<file path="src/rtl/serial_compare_ctrl.sv">
`default_nettype none
// ============================================================================
//  Module      : serial_compare_ctrl
//  Description : Sequences a shared 1-bit G/Eq/L comparator cell across two
//                WIDTH-bit unsigned operands, MSB first, one bit per
//                DRIVE/SAMPLE pair. Stops at the first differing bit and
//                reports a registered G/Eq/L (or fault) with a done pulse.
//  Revision    : 1.0 - initial release
// ============================================================================
module serial_compare_ctrl #(
  parameter int WIDTH = 8
) (
  input  logic             clk,
  input  logic             rst_n,
  input  logic             start,
  input  logic [WIDTH-1:0] a_in,
  input  logic [WIDTH-1:0] b_in,
  output logic             cmp_a,
  output logic             cmp_b,
  input  logic             cmp_g,
  input  logic             cmp_eq,
  input  logic             cmp_l,
  output logic             busy,
  output logic             done,
  output logic             G,
  output logic             Eq,
  output logic             L,
  output logic             fault
);

  // Bit index counter width; WIDTH >= 2 so $clog2 is at least 1.
  localparam int IDX_W = (WIDTH > 1) ? $clog2(WIDTH) : 1;
  localparam logic [IDX_W-1:0] C_IDX_MSB = IDX_W'(WIDTH - 1);

  typedef enum logic [1:0] {
    S_IDLE   = 2'd0,
    S_DRIVE  = 2'd1,
    S_SAMPLE = 2'd2,
    S_DONE   = 2'd3
  } state_t;

  state_t           state_q, state_d;
  logic [WIDTH-1:0] opa_q, opa_d;
  logic [WIDTH-1:0] opb_q, opb_d;
  logic [IDX_W-1:0] idx_q, idx_d;
  logic             cmp_a_q, cmp_a_d;
  logic             cmp_b_q, cmp_b_d;
  logic             busy_q, busy_d;
  logic             done_q, done_d;
  logic             g_q, g_d;
  logic             eq_q, eq_d;
  logic             l_q, l_d;
  logic             fault_q, fault_d;

  logic [IDX_W-1:0] w_idx_dec;
  logic [2:0]       w_cell;

  assign w_idx_dec = idx_q - IDX_W'(1);
  assign w_cell    = {cmp_g, cmp_eq, cmp_l};

  // Next-state and next-output logic; every registered output is computed here.
  always_comb begin
    state_d = state_q;
    opa_d   = opa_q;
    opb_d   = opb_q;
    idx_d   = idx_q;
    cmp_a_d = cmp_a_q;
    cmp_b_d = cmp_b_q;
    g_d     = g_q;
    eq_d    = eq_q;
    l_d     = l_q;
    fault_d = fault_q;

    unique case (state_q)
      S_IDLE: begin
        if (start) begin
          opa_d   = a_in;
          opb_d   = b_in;
          idx_d   = C_IDX_MSB;
          cmp_a_d = a_in[WIDTH-1];
          cmp_b_d = b_in[WIDTH-1];
          g_d     = 1'b0;
          eq_d    = 1'b0;
          l_d     = 1'b0;
          fault_d = 1'b0;
          state_d = S_DRIVE;
        end
      end

      // Settle cycle: the cell's gate delays resolve while the bit is held.
      S_DRIVE: begin
        state_d = S_SAMPLE;
      end

      S_SAMPLE: begin
        unique case (w_cell)
          3'b100: begin
            g_d     = 1'b1;
            state_d = S_DONE;
          end
          3'b001: begin
            l_d     = 1'b1;
            state_d = S_DONE;
          end
          3'b010: begin
            if (idx_q == '0) begin
              eq_d    = 1'b1;
              state_d = S_DONE;
            end else begin
              idx_d   = w_idx_dec;
              cmp_a_d = opa_q[w_idx_dec];
              cmp_b_d = opb_q[w_idx_dec];
              state_d = S_DRIVE;
            end
          end
          // Non-one-hot cell response: flag it and leave G/Eq/L cleared.
          default: begin
            fault_d = 1'b1;
            state_d = S_DONE;
          end
        endcase
      end

      S_DONE: begin
        state_d = S_IDLE;
      end

      default: begin
        state_d = S_IDLE;
      end
    endcase

    // Status flags are registered so they line up with the state they describe.
    busy_d = (state_d != S_IDLE);
    done_d = (state_d == S_DONE);
  end

  // State and output registers. rst_n is expected to come from an upstream
  // synchroniser, so its release is already aligned to clk.
  always_ff @(posedge clk or negedge rst_n) begin
    if (!rst_n) begin
      state_q <= S_IDLE;
      opa_q   <= '0;
      opb_q   <= '0;
      idx_q   <= C_IDX_MSB;
      cmp_a_q <= 1'b0;
      cmp_b_q <= 1'b0;
      busy_q  <= 1'b0;
      done_q  <= 1'b0;
      g_q     <= 1'b0;
      eq_q    <= 1'b0;
      l_q     <= 1'b0;
      fault_q <= 1'b0;
    end else begin
      state_q <= state_d;
      opa_q   <= opa_d;
      opb_q   <= opb_d;
      idx_q   <= idx_d;
      cmp_a_q <= cmp_a_d;
      cmp_b_q <= cmp_b_d;
      busy_q  <= busy_d;
      done_q  <= done_d;
      g_q     <= g_d;
      eq_q    <= eq_d;
      l_q     <= l_d;
      fault_q <= fault_d;
    end
  end

  assign cmp_a = cmp_a_q;
  assign cmp_b = cmp_b_q;
  assign busy  = busy_q;
  assign done  = done_q;
  assign G     = g_q;
  assign Eq    = eq_q;
  assign L     = l_q;
  assign fault = fault_q;

endmodule
`default_nettype wire

</file>
<file path="config.mk">
export PLATFORM = sky130hd
export DESIGN_NAME = serial_compare_ctrl
export DESIGN_NICKNAME = d
export VERILOG_FILES = /design/src/rtl/serial_compare_ctrl.sv
export SDC_FILE = /design/constraint.sdc
export NUM_CORES = 1
export LEC_CHECK = 0
export BUFFER_PORTS_ARGS = -buffer_cell sky130_fd_sc_hd__buf_2
export CORE_ASPECT_RATIO = 0.7
export CORE_UTILIZATION = 45
export CTS_CLUSTER_DIAMETER = 80
export DETAILED_ROUTE_END_ITERATION = 8
export PLACE_DENSITY = 0.68
export SYNTH_ARGS = -nofsm -noshare
export SYNTH_HDL_FRONTEND = slang
export SYNTH_SLANG_ARGS = --single-unit
</file>
<file path="constraint.sdc">
create_clock -name clk -period 2.2 [get_ports clk]
set_input_delay 0.11 -clock clk [delete_from_list [all_inputs] [get_ports clk]]
set_output_delay 0.11 -clock clk [all_outputs]
set_load 0.01 [all_outputs]
</file>
==> impl_metrics.json, run 1 <==
{
  "post-dp-hpwl_mm": 1.92,
  "antenna_found_initial": 0,
  "antenna_left": 0,
  "finalCritPeriodShare_pct": 92.2,
  "tightest_slew_ps": 631,
  "fin_total_pwr_uw": 2230,
  "yosysMostFrequentCell": "nand2_1",
  "hp-class": "in -> reg",
  "yosysSeqAreaShare_pct": 52.9,
  "synth-seq-cells": 29,
  "clk_latency_ps": 280,
  "design.portCount": 30,
  "initial_utilization_pct": 48.2,
  "grt_max_degree": 30,
  "wl_mm": 2.74,
  "synth_warnings": 0,
  "clock-skew-final_ps": 5.44,
  "cts_buffers": 5,
  "synthTopCellsByCount": "46 x nand2_1, 26 x dfrtp_1, 9 x mux2i_1, 7 x nor2_1, 4 x inv_1",
  "critPathLaunchType": "flip-flop",
  "cts.path.max_buffers": 2,
  "ys.flop_type": "dfrtp_1",
  "num_rows": 16,
  "placed_cells": 194,
  "core_area_mm2": 0.00286,
  "fin_nets": 190,
  "die_w_um": 68.2,
  "status": "finished, final reports clean",
  "synth_fp_nets": 156,
  "synth_edf_count": 0,
  "wl_per_cell_um": 13.5,
  "path_buf_inv": 1,
  "htreeDepth": 2,
  "gp_congestion": 0.714,
  "syn_to_final_growth_pct": 20.8,
  "cpLargestDelayFamily": "multiplexers",
  "cp_max_fo": 3,
  "setup_tns_ps": 0,
  "worst_path_max_delay_cell": "mux4_1",
  "final_area_mm2": 0.00167,
  "fillers": 261,
  "drt_iter0_drc": 21,
  "power.leakage_uw": 0.000900,
  "numClockSinks": 29,
  "syn_inst": 132,
  "endpoint_kind": "flip-flop",
  "grt_pass1_wl_mm": 4.69,
  "route.detailed.drc": 0,
  "die_y_um": 48.3,
  "crit_chain": "inv_1 > ha_1 > xor2_1 > mux4_1 > nor3_1 > a221o_1",
  "port_buffers": 29,
  "syn_area_mm2": 0.00138,
  "cts_root_buf": "clkbuf_8",
  "cts_tree": "yes",
  "hold_viol_final": 0,
  "first_global_vias": 986,
  "async_flop_share_pct": 100,
  "dieArea_mm2": 0.00330,
  "fmax_mhz": 493,
  "synth_area_per_cell_um2": 10.5,
  "worst_ep_required_time_ps": 2420,
  "drive_gt1_share_pct": 28.1,
  "ctsResizeCount": 0,
  "synthTopCellsByArea": "dfrtp_1 47%, nand2_1 13%, mux2i_1 6.5%, dfstp_2 5.7%, mux4_1 3.8%",
  "seqCellArea_um2": 729,
  "diodes": 0,
  "yosys.cell_types.count": 30,
  "critical_path_class": "reg -> reg",
  "vdd_drop_max_mv": 0.572,
  "pwr_density_cell_mw_per_mm2": 1340,
  "vias": 1036,
  "cap_violations": 0,
  "slew_viol_final": 0,
  "grt_overflow": 0,
  "setup_viol": 0,
  "relSlewSlack_pct": 57.9,
  "synth_top_area_share_pct": 47.1,
  "rsz0062_at_grt": "false",
  "vias_per_cell": 5.10,
  "dr.pass1.iters": 4,
  "synth_top_area_cell": "dfrtp_1",
  "placed_area_mm2": 0.00156,
  "clkTransAtPathRegs_ps": 70,
  "cp_slowest_stage_delay_ps": 590,
  "fin_crit_ps": 2030,
  "grt_usage_pct": 20.1,
  "multi_input_area_um2": 606,
  "worst_ep_arrival_time_ps": 2250,
  "final_cells": 203
}
-- what timing repair did --
| action | in CTS | in global routing |
|---|---|---|
| hold buffers | 1 | 0 |
| buffers inserted | 0 | 0 |
| hold endpoints to repair | 26 | 0 |
-- per-stage QoR --
step	hold slack, ps	utilization, %	setup WS, ps
final	15.0	58.2	171
after global routing	8.72	58.2	111
after CTS	9.36	58.2	207
after floorplan	-186	-	185
after detailed placement	166	54.3	215
after global placement	156	54.3	280
-- tightest hold or removal path, stage by stage --
cell	delay, ps
buf_2	80
nand2_1	40
nand2_1	40
-- metal layers --
layer / vias to the layer above / part of all wire, % / GRT usage (%)
met3: 5 / 4.9 / 9.20
met5: - / 0 / 0
li1: 510 / - / -
met4: 0 / 1.7 / 8.33
met2: 26 / 44 / 27.3
met1: 495 / 49 / 27.6
-- final timing paths --
kind | cells past startpoint | slack, ps | end | start
max | 6 | 170 | cmp_a$_DFFE_PN0P_ | idx_q[0]$_DFFE_PN1P_
max reg2reg | 6 | 170 | cmp_a$_DFFE_PN0P_ | idx_q[0]$_DFFE_PN1P_
max in group asynchronous | 2 | 1400 | opa_q[0]$_DFFE_PN0P_ | rst_n
min | 3 | 10 | opb_q[0]$_DFFE_PN0P_ | b_in[0]
min in group asynchronous | 2 | 380 | Eq$_DFFE_PN0P_ | rst_n
min reg2reg | 2 | 470 | opa_q[4]$_DFFE_PN0P_ | opa_q[4]$_DFFE_PN0P_
-- power breakdown --
group	internal (uW)	switching (uW)
logic	379	442
registers	781	145
clock network	282	203
-- registers in the layout (all words and copies together), names as in the netlist --
| name | flops |
|---|---|
| state_q | 2 |
| cmp_a | 1 |
| busy | 1 |
| Eq | 1 |
| cmp_b | 1 |
| fault | 1 |
| idx_q | 3 |
| opb_q | 8 |
| done | 1 |
| opa_q | 8 |
| L | 1 |
| G | 1 |
-- cell usage in the layout (no fill, tap or decap), drive strengths merged, types with 2 or more instances in the layout --
cell type | synthesis | final
mux4 | 2 | 2
a221o | 2 | 2
nand2 | 46 | 46
inv | 4 | 4
nand2b | 2 | 2
buf | 4 | 31
a21oi | 3 | 3
o21ai | 2 | 2
mux2i | 9 | 9
ha | 2 | 2
dfstp | 3 | 3
nor3 | 3 | 3
a31oi | 2 | 2
clkbuf | 1 | 7
nor2 | 7 | 7
xor2 | 2 | 2
mux2 | 2 | 2
dfrtp | 26 | 26
-- logic make-up (layout without fill, tap and decap cells) --
kind of cell             count (synthesis)  count (layout)  synth area share (%)
AO/OA/AOI/OAI                           15              15                  8.98
buffers and inverters                    9              44                  3.26
AND/OR/NAND/NOR                         62              62                  19.9
XOR/XNOR                                 2               2                  1.27
multiplexers                            13              13                  12.0
adder cells (fa/ha/maj)                  2               2                  1.81
flip-flops                              29              29                  52.9
-- layout make-up --
class	instances	area share, %
flip-flops and latches	29	43.8
multi-input cells	94	36.3
repair buffers	32	10.2
clock buffers	7	5.78
well taps	36	2.70
inverters	4	0.901
clock inverters	1	0.300
Power figures use the tool's default switching activity.
==> run 2: changes to the inputs <==
--- a/config.mk
+++ b/config.mk
@@ -6,7 +6,6 @@
 export NUM_CORES = 1
 export LEC_CHECK = 0
 export BUFFER_PORTS_ARGS = -buffer_cell sky130_fd_sc_hd__buf_2
-export CORE_ASPECT_RATIO = 0.7
 export CORE_UTILIZATION = 45
 export CTS_CLUSTER_DIAMETER = 80
 export DETAILED_ROUTE_END_ITERATION = 8
==> impl_metrics.json, run 2 (synthesis results as in run 1) <==
{
  "hold_start": "a_in[7]",
  "clk_latency_ps": 330,
  "rsz0062_at_grt": "false",
  "dieArea_mm2": 0.00329,
  "post-dp-hpwl_mm": 1.83,
  "fin_crit_ps": 2000,
  "endpoint_kind": "flip-flop",
  "cap_violations": 0,
  "hold_viol_final": 0,
  "antenna_found_initial": 0,
  "relSlewSlack_pct": 57.9,
  "holdPathEnd": "opa_q[7]$_DFFE_PN0P_",
  "num_rows": 19,
  "vdd_drop_max_mv": 0.628,
  "gr-usage-met2_pct": 31.9,
  "dr.pass1.iters": 7,
  "violations": "design-rule violations",
  "core_area_mm2": 0.00283,
  "grt.met3_usage_pct": 4.76,
  "fillers": 241,
  "cts.path.max_buffers": 2,
  "min_path_cells": 2,
  "startpoint": "idx_q[0]$_DFFE_PN1P_",
  "first_global_vias": 1073,
  "reg2regPathDepth": 6,
  "busiest_layer": "met2",
  "finalCritPeriodShare_pct": 90.9,
  "critPathLaunchType": "flip-flop",
  "pwr_density_cell_mw_per_mm2": 1170,
  "design.portCount": 30,
  "cts_tree": "yes",
  "hold_ws_ps": 24.5,
  "rr_startpoint": "idx_q[0]$_DFFE_PN1P_",
  "clkTransAtPathRegs_ps": 90,
  "multi_input_area_um2": 606,
  "tightest_slew_ps": 632,
  "grt_pass1_wl_mm": 4.66,
  "antenna_left": 0,
  "final_area_mm2": 0.00175,
  "drive_gt1_share_pct": 25.4,
  "syn_to_final_growth_pct": 26.8,
  "grt_overflow": 0,
  "initial_utilization_pct": 48.8,
  "cts_buffers": 5,
  "die_y_um": 57.4,
  "final_cell_mix": "46 x nand2_1, 29 x buf_2, 26 x dfrtp_1, 15 x dlygate4sd3_1, 9 x mux2i_1",
  "met1_usage_pct": 23.9,
  "hp-class": "in -> reg",
  "cts_root_buf": "clkbuf_4",
  "grt_usage_pct": 19.7,
  "status": "complete, but fails checks",
  "seqCellArea_um2": 729,
  "largestRegisters": "opa_q x8, opb_q x8, idx_q x3",
  "vias_per_cell": 5.03,
  "grt_max_degree": 30,
  "port_buffers": 29,
  "critical_path_class": "reg -> reg",
  "post_cts_buffers": 0,
  "die_w_um": 57.4,
  "route.detailed.drc": 2,
  "placed_area_mm2": 0.00155,
  "worst_ep_required_time_ps": 2470,
  "crit_chain": "inv_1 > ha_1 > xor2_1 > mux4_1 > nor3_1 > a221o_1",
  "final_core_util_pct": 61.9,
  "slew_viol_final": 0,
  "wl_mm": 2.75,
  "final_common_cell": "nand2_1",
  "fin_nets": 204,
  "power.leakage_uw": 0.000936,
  "cp_slowest_stage_delay_ps": 590,
  "vias": 1066,
  "worst_ep_arrival_time_ps": 2270,
  "drt_iter0_drc": 35,
  "clock-skew-final_ps": 4.36,
  "diodes": 0,
  "setup_tns_ps": 0,
  "htreeDepth": 2,
  "gp_congestion": 0.764,
  "fmax_mhz": 500,
  "reg2reg_to": "cmp_a$_DFFE_PN0P_",
  "setup_viol": 0,
  "rrSetupSlack_ps": 200,
  "cp_max_fo": 3,
  "worst_path_max_delay_cell": "mux4_1",
  "fin_total_pwr_uw": 2050,
  "numClockSinks": 29,
  "wl_per_cell_um": 13.0
}
[run 2: changes by cell type in the layout (fill, tap and decap cells not counted)]
cell	change
clkbuf_1	+1
clkbuf_4	+5
clkbuf_8	-7
clkinv_2	+1
dlygate4sd3_1	+14
[run 2: worst max-delay path by stage]
stage / to / slack [ps] / depth (start not counted)
after floorplan: cmp_a$_DFFE_PN0P_ / 190 / 7
after global placement: cmp_a$_DFFE_PN0P_ / 270 / 6
after detailed placement: cmp_b$_DFFE_PN0P_ / 210 / 6
after CTS: cmp_a$_DFFE_PN0P_ / 180 / 6
after global routing: cmp_a$_DFFE_PN0P_ / 110 / 6
final: cmp_a$_DFFE_PN0P_ / 200 / 6
[run 2: what timing repair did]
| item | CTS | global route |
|---|---|---|
| endpoints found under the hold margin | 40 | 0 |
| hold buffers | 15 | 0 |
| setup endpoints to repair | 0 | 0 |
| resized for setup | 0 | 0 |
[run 2: metrics by stage]
| step | worst slack [ps] | instances |
|---|---|---|
| floorplan | 185 | 132 |
| global placement | 271 | 189 |
| detailed placement | 205 | 189 |
| CTS | 184 | 212 |
| global route | 115 | 212 |
| finish | 201 | 212 |
[run 2: worst max-delay path: cells and delay by family (launching register included)]
| kind | cells | cell delay (ps) |
|---|---|---|
| muxes | 1 | 590 |
| DFF | 1 | 540 |
| xor gates and xnor gates | 1 | 260 |
| adders and majority gates | 1 | 230 |
| and+or+nand+nor | 1 | 140 |
| AOI/OAI and AO/OA | 1 | 130 |
| buffers and inverters | 1 | 50 |
[run 2: power breakdown]
part / total (uW) / leakage [uW] / switching [uW] / internal (uW)
Clock: 303 / 0.0000320 / 182 / 121
Combinational: 823 / 0.000548 / 429 / 394
Sequential: 918 / 0.000356 / 139 / 779
Total: 2050 / 0.000936 / 751 / 1290
[run 2: final cells by class]
| cell class | instances | share of cell area (%) |
|---|---|---|
| clock buffer | 6 | 2.36 |
| clock inverter | 2 | 0.572 |
| inverter | 4 | 0.858 |
| multi-input combinational | 94 | 34.6 |
| sequential | 29 | 41.7 |
| tap | 31 | 2.22 |
| timing repair buffer | 46 | 17.7 |
[run 2: routing by layer]
metal  wire [um]  part of all wire [%]
met1        1220                    44
met2        1390                    50
met3          80                   2.9
met4          69                   2.5
met5           0                     0
==> run 3: changes to the inputs <==
--- a/config.mk
+++ b/config.mk
@@ -10,6 +10,7 @@
 export CTS_CLUSTER_DIAMETER = 80
 export DETAILED_ROUTE_END_ITERATION = 8
 export PLACE_DENSITY = 0.68
+export REMOVE_ABC_BUFFERS = 1
 export SYNTH_ARGS = -nofsm -noshare
 export SYNTH_HDL_FRONTEND = slang
 export SYNTH_SLANG_ARGS = --single-unit
==> impl_metrics.json, run 3 (synthesis results as in run 1) <==
{
  "status": "complete, but fails checks",
  "slew_viol_final": 0,
  "diodes": 0,
  "ctsResizeCount": 0,
  "route.detailed.drc": 2,
  "pwr_density_cell_mw_per_mm2": 1200,
  "hold_ws_ps": 30.6,
  "htreeDepth": 2,
  "cts.path.max_buffers": 2,
  "cp_max_fo": 3,
  "finalCritPeriodShare_pct": 90.5,
  "design.portCount": 30,
  "rrSetupSlack_ps": 210,
  "grt_usage_pct": 20.4,
  "rr_startpoint": "idx_q[0]$_DFFE_PN1P_",
  "final_area_mm2": 0.00177,
  "power.leakage_uw": 0.000945,
  "hold_viol_final": 0,
  "port_buffers": 29,
  "setup_tns_ps": 0,
  "die_w_um": 57.4,
  "clkTransAtPathRegs_ps": 90,
  "cap_violations": 0,
  "num_rows": 19,
  "rsz0062_at_grt": "false",
  "seqCellArea_um2": 729,
  "clk_latency_ps": 320,
  "violations": "design-rule violations",
  "cts_root_buf": "clkbuf_4",
  "endpoint_kind": "flip-flop",
  "setup_viol": 0,
  "tightest_slew_ps": 635,
  "hp-class": "in -> reg",
  "post_cts_buffers": 0,
  "die_y_um": 57.4,
  "min_path_cells": 2,
  "combPwrFrac_pct": 39.6,
  "dieArea_mm2": 0.00329,
  "hold_start": "a_in[7]",
  "fmax_mhz": 502,
  "largestRegisters": "opa_q x8, opb_q x8, idx_q x3",
  "critPathLaunchType": "flip-flop",
  "grt_overflow": 0,
  "seq_power_share_pct": 43.3,
  "fin_crit_ps": 1990,
  "gp_congestion": 0.760,
  "drt_iter0_drc": 41,
  "relSlewSlack_pct": 57.7,
  "final_cell_mix": "46 x nand2_1, 29 x buf_2, 26 x dfrtp_1, 15 x dlygate4sd3_1, 9 x mux2i_1",
  "startpoint": "idx_q[0]$_DFFE_PN1P_",
  "numClockSinks": 29,
  "fin_nets": 204,
  "drive_gt1_share_pct": 26.0,
  "critical_path_class": "reg -> reg",
  "antenna_found_initial": 0,
  "grt_max_degree": 30,
  "wl_per_cell_um": 13.3,
  "worst_ep_arrival_time_ps": 2250,
  "core_area_mm2": 0.00283,
  "final_core_util_pct": 62.5,
  "reg2regPathDepth": 6,
  "cts_tree": "yes",
  "antenna_left": 0,
  "fillers": 236,
  "vdd_drop_max_mv": 0.625,
  "p_int_uw": 1360,
  "grt_pass1_wl_mm": 4.99,
  "cts_buffers": 5,
  "final_common_cell": "nand2_1",
  "vias_per_cell": 5.16,
  "p_sw_share_pct": 36.1,
  "dr.pass1.iters": 6,
  "post-dp-hpwl_mm": 1.83,
  "hold_buffers": 15,
  "fin_total_pwr_uw": 2130,
  "holdPathEnd": "opa_q[7]$_DFFE_PN0P_",
  "initial_utilization_pct": 48.8,
  "syn_to_final_growth_pct": 28.2,
  "reg2reg_to": "cmp_a$_DFFE_PN0P_",
  "first_global_vias": 1118,
  "wl_mm": 2.82,
  "multi_input_area_um2": 606,
  "p_clk_share_pct": 17.1,
  "vias": 1094,
  "worst_ep_required_time_ps": 2460,
  "p_switching_uw": 768,
  "clock-skew-final_ps": 9.02,
  "placed_area_mm2": 0.00155
}
==> run 3: changes by cell type in the layout (fill, tap and decap cells not counted), sizes merged <==
cell | previous run | this run
clkbuf | 6 | 7
clkinv | 2 | 1
==> run 3: final cells by class <==
| type | instances | share of cell area (%) |
|---|---|---|
| clock buffer | 7 | 3.68 |
| clock inverter | 1 | 0.283 |
| inverter | 4 | 0.849 |
| multi-input combinational | 94 | 34.2 |
| sequential | 29 | 41.2 |
| tap | 31 | 2.19 |
| timing repair buffer | 46 | 17.5 |
==> run 3: power by group through the flow <==
stage               combinational, uW  sequential (uW)  clock [uW]
global placement                  800              916           0
global route                      950              950         407
CTS                               852              919         379
floorplan                         542              946           0
detailed placement                826              927           0
finish                            842              921         364
==> run 3: critical path, cell delays in order (launching register included) <==
cell	delay, ps
dfstp_2	540
inv_1	50
ha_1	230
xor2_1	250
mux4_1	580
nor3_1	150
a221o_1	130
==> run 3: routing by layer <==
layer / share of wire [%] / track usage [%]
met1: 45 / 25.8
met2: 49 / 32.2
met3: 3.7 / 4.99
met4: 2.5 / 11.5
met5: 0 / 0
==> run 3: worst max path at each step <==
stage	end	cells after the start	slack, ps
2_1_floorplan	cmp_a$_DFFE_PN0P_	6	150
3_3_place_gp	cmp_a$_DFFE_PN0P_	6	290
3_5_place_dp	cmp_a$_DFFE_PN0P_	6	230
4_1_cts	cmp_a$_DFFE_PN0P_	6	210
5_1_grt	cmp_b$_DFFE_PN0P_	6	60
6_report	cmp_a$_DFFE_PN0P_	6	210
==> run 3: stage by stage <==
step,std cells,worst slack (ps)
finish,212,209
global route,212,58.8
CTS,212,213
detailed placement,189,232
global placement,189,287
floorplan,127,147
